## src/rtl/if_fetch_unit.sv

```systemverilog
// if_fetch_unit: instruction-fetch stage. Owns the PC, keeps at most one fetch
// outstanding on the instruction bus, and holds one fetched {pc, inst} for the
// IF/ID register. EX redirects may land at any point of a fetch; a fetch that
// was already granted before the redirect is marked stale (kill) and its
// response is dropped when it returns.
`timescale 1ns/1ps

module if_fetch_unit #(
    parameter int                    ADDR_WIDTH = 32,
    parameter int                    INST_WIDTH = 32,
    parameter logic [ADDR_WIDTH-1:0] RESET_PC   = '0,
    parameter logic [INST_WIDTH-1:0] NOP_INST   = INST_WIDTH'(32'h0000_0013)
) (
    input  logic                  clk,
    input  logic                  rst,
    input  logic                  jump_en,
    input  logic [ADDR_WIDTH-1:0] jump_addr,
    input  logic                  stall,
    output logic                  ibus_req,
    output logic [ADDR_WIDTH-1:0] ibus_addr,
    input  logic                  ibus_gnt,
    input  logic                  ibus_rvalid,
    input  logic [INST_WIDTH-1:0] ibus_rdata,
    output logic                  if_valid,
    output logic [ADDR_WIDTH-1:0] if_pc,
    output logic [INST_WIDTH-1:0] if_inst
);

    typedef enum logic [1:0] {S_IDLE, S_REQ, S_WAIT, S_VALID} state_t;

    localparam logic [ADDR_WIDTH-1:0] ALIGN_MASK = ~ADDR_WIDTH'(3);
    localparam logic [ADDR_WIDTH-1:0] PC_RST     = RESET_PC & ALIGN_MASK;

    state_t                  state, state_nxt;
    logic [ADDR_WIDTH-1:0]   pc;
    logic [ADDR_WIDTH-1:0]   redir_addr;
    logic                    redir_pend;
    logic                    kill;
    logic [ADDR_WIDTH-1:0]   jump_tgt;

    // Redirect targets are always word aligned, whatever EX supplies.
    assign jump_tgt  = jump_addr & ALIGN_MASK;
    assign ibus_addr = pc;

    // State register.
    always_ff @(posedge clk or posedge rst) begin
        if (rst) state <= S_IDLE;
        else     state <= state_nxt;
    end

    // Next-state: a returning response goes back to REQ when it is stale
    // (killed, or a redirect arrives in the same cycle), otherwise to VALID.
    always_comb begin
        state_nxt = state;
        case (state)
            S_IDLE:  state_nxt = S_REQ;
            S_REQ:   if (ibus_gnt) state_nxt = S_WAIT;
            S_WAIT:  if (ibus_rvalid) state_nxt = (kill || jump_en) ? S_REQ : S_VALID;
            S_VALID: if (jump_en || !stall) state_nxt = S_REQ;
            default: state_nxt = S_IDLE;
        endcase
    end

    // Outputs decoded from state: only REQ drives a bus request.
    always_comb begin
        ibus_req = 1'b0;
        if (state == S_REQ) ibus_req = 1'b1;
    end

    // PC, redirect bookkeeping and the held instruction.
    always_ff @(posedge clk or posedge rst) begin
        if (rst) begin
            pc         <= PC_RST;
            redir_addr <= '0;
            redir_pend <= 1'b0;
            kill       <= 1'b0;
            if_valid   <= 1'b0;
            if_pc      <= '0;
            if_inst    <= NOP_INST;
        end else begin
            case (state)
                S_REQ: begin
                    if (ibus_gnt) begin
                        // The granted address is now obsolete if a redirect
                        // is pending or arriving; a live jump beats a pending one.
                        redir_pend <= 1'b0;
                        if (jump_en) begin
                            kill <= 1'b1;
                            pc   <= jump_tgt;
                        end else if (redir_pend) begin
                            kill <= 1'b1;
                            pc   <= redir_addr;
                        end
                    end else if (jump_en) begin
                        // Address must stay stable until grant: park the jump.
                        redir_pend <= 1'b1;
                        redir_addr <= jump_tgt;
                    end
                end
                S_WAIT: begin
                    if (ibus_rvalid) begin
                        if (kill || jump_en) begin
                            kill <= 1'b0;
                            if (jump_en) pc <= jump_tgt;
                        end else begin
                            if_pc    <= pc;
                            if_inst  <= ibus_rdata;
                            if_valid <= 1'b1;
                            pc       <= pc + ADDR_WIDTH'(4);
                        end
                    end else if (jump_en) begin
                        kill <= 1'b1;
                        pc   <= jump_tgt;
                    end
                end
                S_VALID: begin
                    if (jump_en) begin
                        if_valid <= 1'b0;
                        if_inst  <= NOP_INST;
                        pc       <= jump_tgt;
                    end else if (!stall) begin
                        if_valid <= 1'b0;
                    end
                end
                default: ;
            endcase
        end
    end

endmodule

```

## config.mk

```make
export PLATFORM = sky130hd
export DESIGN_NAME = if_fetch_unit
export DESIGN_NICKNAME = d
export VERILOG_FILES = /design/src/rtl/if_fetch_unit.sv
export SDC_FILE = /design/constraint.sdc
export NUM_CORES = 1
export LEC_CHECK = 0
export ABC_AREA = 1
export CORE_MARGIN = 2
export CORE_UTILIZATION = 46
export CTS_CLUSTER_SIZE = 10
export DETAILED_ROUTE_END_ITERATION = 10
export MAX_ROUTING_LAYER = met4
export PLACE_DENSITY = 0.85
export SYNTH_ARGS = -nofsm -noshare
export SYNTH_HDL_FRONTEND = slang
export SYNTH_SLANG_ARGS = --single-unit
```

## constraint.sdc

```tcl
create_clock -name clk -period 9.64 [get_ports clk]
set_input_delay 0.964 -clock clk [delete_from_list [all_inputs] [get_ports clk]]
set_output_delay 0.964 -clock clk [all_outputs]
set_load 0.02 [all_outputs]
```

==> summary.txt <==
Status
  – Status: completed

Synthesis
  – Ys flop type: dfrtp_1
  – Synth Warn #: 0
  – Mean Syn Cell Area: 7.77 µm²
  – EDFF count, synth: 0
  – Netlist cell types: 34
  – Register area share after synthesis: 46.0%
  – Synthesized area: 7130 µm²
  – Syn Nets: 994
  – Post-synthesis instance total: 918
  – Fraction of registers with async set/reset: 100%
  – Seq cells post-synth: 131

STA
  – Slew Limit Fails: 0
  – Achievable frequency: 271 MHz
  – Clk_skew: 7.29 ps
  – Hold WS: 468 ps
  – Final period utilization: 38.3%
  – Slew headroom: 32.3%
  – Setup TNS: 0 ps
  – Tightest Pin Transition: 1010 ps
  – Setup violations, final: 0
  – Post-layout minimum cycle time: 3690 ps
  – Fin. Hold Viols: 0
  – RSZ-0062 raised after global routing: false

Power and ir drop
  – Leak: 0.00425 µW
  – Power Total: 3210 µW
  – P per Cell Area: 342 nW/µm²
  – Max VDD drop: 0.183 mV

Floorplan
  – Die Wd: 129 µm
  – Area of the core: 15200 µm²
  – I/O pin count: 168
  – Die H: 129 µm
  – Area of the die: 16500 µm²
  – # rows: 45
  – Starting density of the core: 46.9%

Route
  – Post-route antenna net violation count: 0
  – Via count: 7029
  – DRT Pass-1 Iters: 6
  – DR WL/cell: 16.9 µm
  – Routed WL: 21.4 mm
  – Routed vias/inst: 5.56
  – Drt first-iter violations: 598
  – DRC violations left: 0

Finish
  – Most common cell after layout, fill and taps aside: nand2_1
  – Fin area: 9400 µm²
  – Fill count: 1273
  – Most frequent cells in the layout: nand2_1, clkdlybuf4s50_1, dfrtp_1, o21ai_0, nor2_1
  – P&R area growth vs syn: 31.7%
  – Final nets: 1138
  – Share of cells above drive strength 1: 8.28%

Global routing
  – Total grt overflow: 0
  – Vias in the first global route: 6926
  – Tot GR Track Use: 27.7%
  – First-pass GRT wire length: 34.7 mm
  – Initial antenna violation count: 1
  – Largest net degree at the start of global routing: 80

Clock tree
  – Post-CTS Repair Setup Buffers: 0
  – Htree depth: 4
  – Clk_lat worst skew: 420 ps
  – Num CTS Buffers: 17
  – Post-CTS Resized: 0
  – CTS Root Cell: clkbuf_16
  – Hold_buf cts: 0
  – Clock transition at path regs: 60 ps
  – Clock Path Buffers: 2
  – CTS sink count: 131
  – CTS tree: built

Placed design
  – Dpl hpwl: 14.4 mm
  – Cell Area, Placed: 8830 µm²
  – Count of input and output buffers: 165
  – Routability cong.: 0.876

Critical path
  – CP endpoint kind: flip-flop
  – Crit Path Max Fanout: 67
  – Worst EP required: 9980 ps
  – Critical path type: in2reg
  – Startpoint Class: input port
  – Worst EP arrival: 4030 ps

Min path
  – Min-Delay Path Class: reg2reg

Job
  – Max-Cap Viols: 0
## worst max-delay path: stages
cell     delay [ps]
buf_2            90
buf_4           330
nor2_2          270
nand2_4         250
nor2_1          840
inv_2           650
nor2_1          290
a21oi_1          80
nand2_1          80
o21ai_0          60
o21ai_0         100
## registers in the layout (all words and copies together), names as in the netlist
name        cells
ibus_addr      32
if_inst        32
if_pc          32
redir_addr     30
state           2
if_valid        1
kill            1
redir_pend      1
## area by class of cell
class	instances	area, µm²	share of cell area, %
antenna	1	2.50	0.0266
timing repair buffer	170	1680	17.9
tap	188	235	2.50
clock buffer	18	439	4.67
multi-input combinational	672	3360	35.7
inverter	70	267	2.84
clock inverter	14	130	1.38
sequential	131	3280	34.9
## path summary, 6_finish.rpt
| check | slack (ps) | from | depth (start not counted) | endpoint |
|---|---|---|---|---|
| setup / recovery | 5950 | jump_en | 11 | ibus_addr[2] |
| max in group asynchronous | 7240 | rst | 3 | redir_addr[31] |
| hold reg to reg | 470 | if_inst[5] | 2 | if_inst[5] |
| hold / removal | 470 | if_inst[5] | 2 | if_inst[5] |
| min in group asynchronous | 1100 | rst | 2 | if_inst[20] |
| setup reg to reg | 6510 | state[0] | 10 | ibus_addr[2] |
## synth_stat cells (7+ instances only)
master	n	area, µm²
o21ai_0	69	345
nand4_1	7	43.8
nor3_1	21	105
a21boi_0	9	67.6
nor2_1	66	248
dfrtp_1	128	3200
a21oi_1	59	295
o21a_1	21	158
mux2_2	30	338
clkbuf_1	18	67.6
nand2_1	299	1120
inv_1	65	244
buf_2	20	100
nand3_1	43	215
a22oi_1	10	75.1
## metal layers
metal	track usage [%]	share of wire, %	up-vias
met3	7.11	9.4	38
li1	-	-	3309
met2	45.7	48	359
met5	-	0	-
met1	32.2	40	3323
met4	11.6	2.3	0
## metrics by stage
stage	util, %	worst slack (ps)	std cells
finish	61.8	5950	1264
global route	61.8	5730	1264
CTS	61.8	6030	1263
detailed placement	58.1	5640	1231
global placement	58.1	5660	1231
floorplan	-	5180	918
## cells by family (layout without fill, tap and decap cells)
| family | count (synthesis) | in the layout | share of synthesized area, % |
|---|---|---|---|
| simple gates | 447 | 447 | 25.7 |
| xor+xnor | 6 | 6 | 0.737 |
| mux | 30 | 30 | 4.74 |
| buf+inv | 115 | 272 | 6.94 |
| fa+ha+maj | 6 | 6 | 1.05 |
| compound gates | 183 | 183 | 14.8 |
| flops | 131 | 131 | 46.0 |
| other cells | 0 | 1 | 0 |
## report_power, final
| group | internal, µW | switching, µW | total, µW |
|---|---|---|---|
| Sequential | 819 | 207 | 1030 |
| Clock | 363 | 256 | 619 |
| Combinational | 655 | 913 | 1570 |
Power figures use the tool's default switching activity.
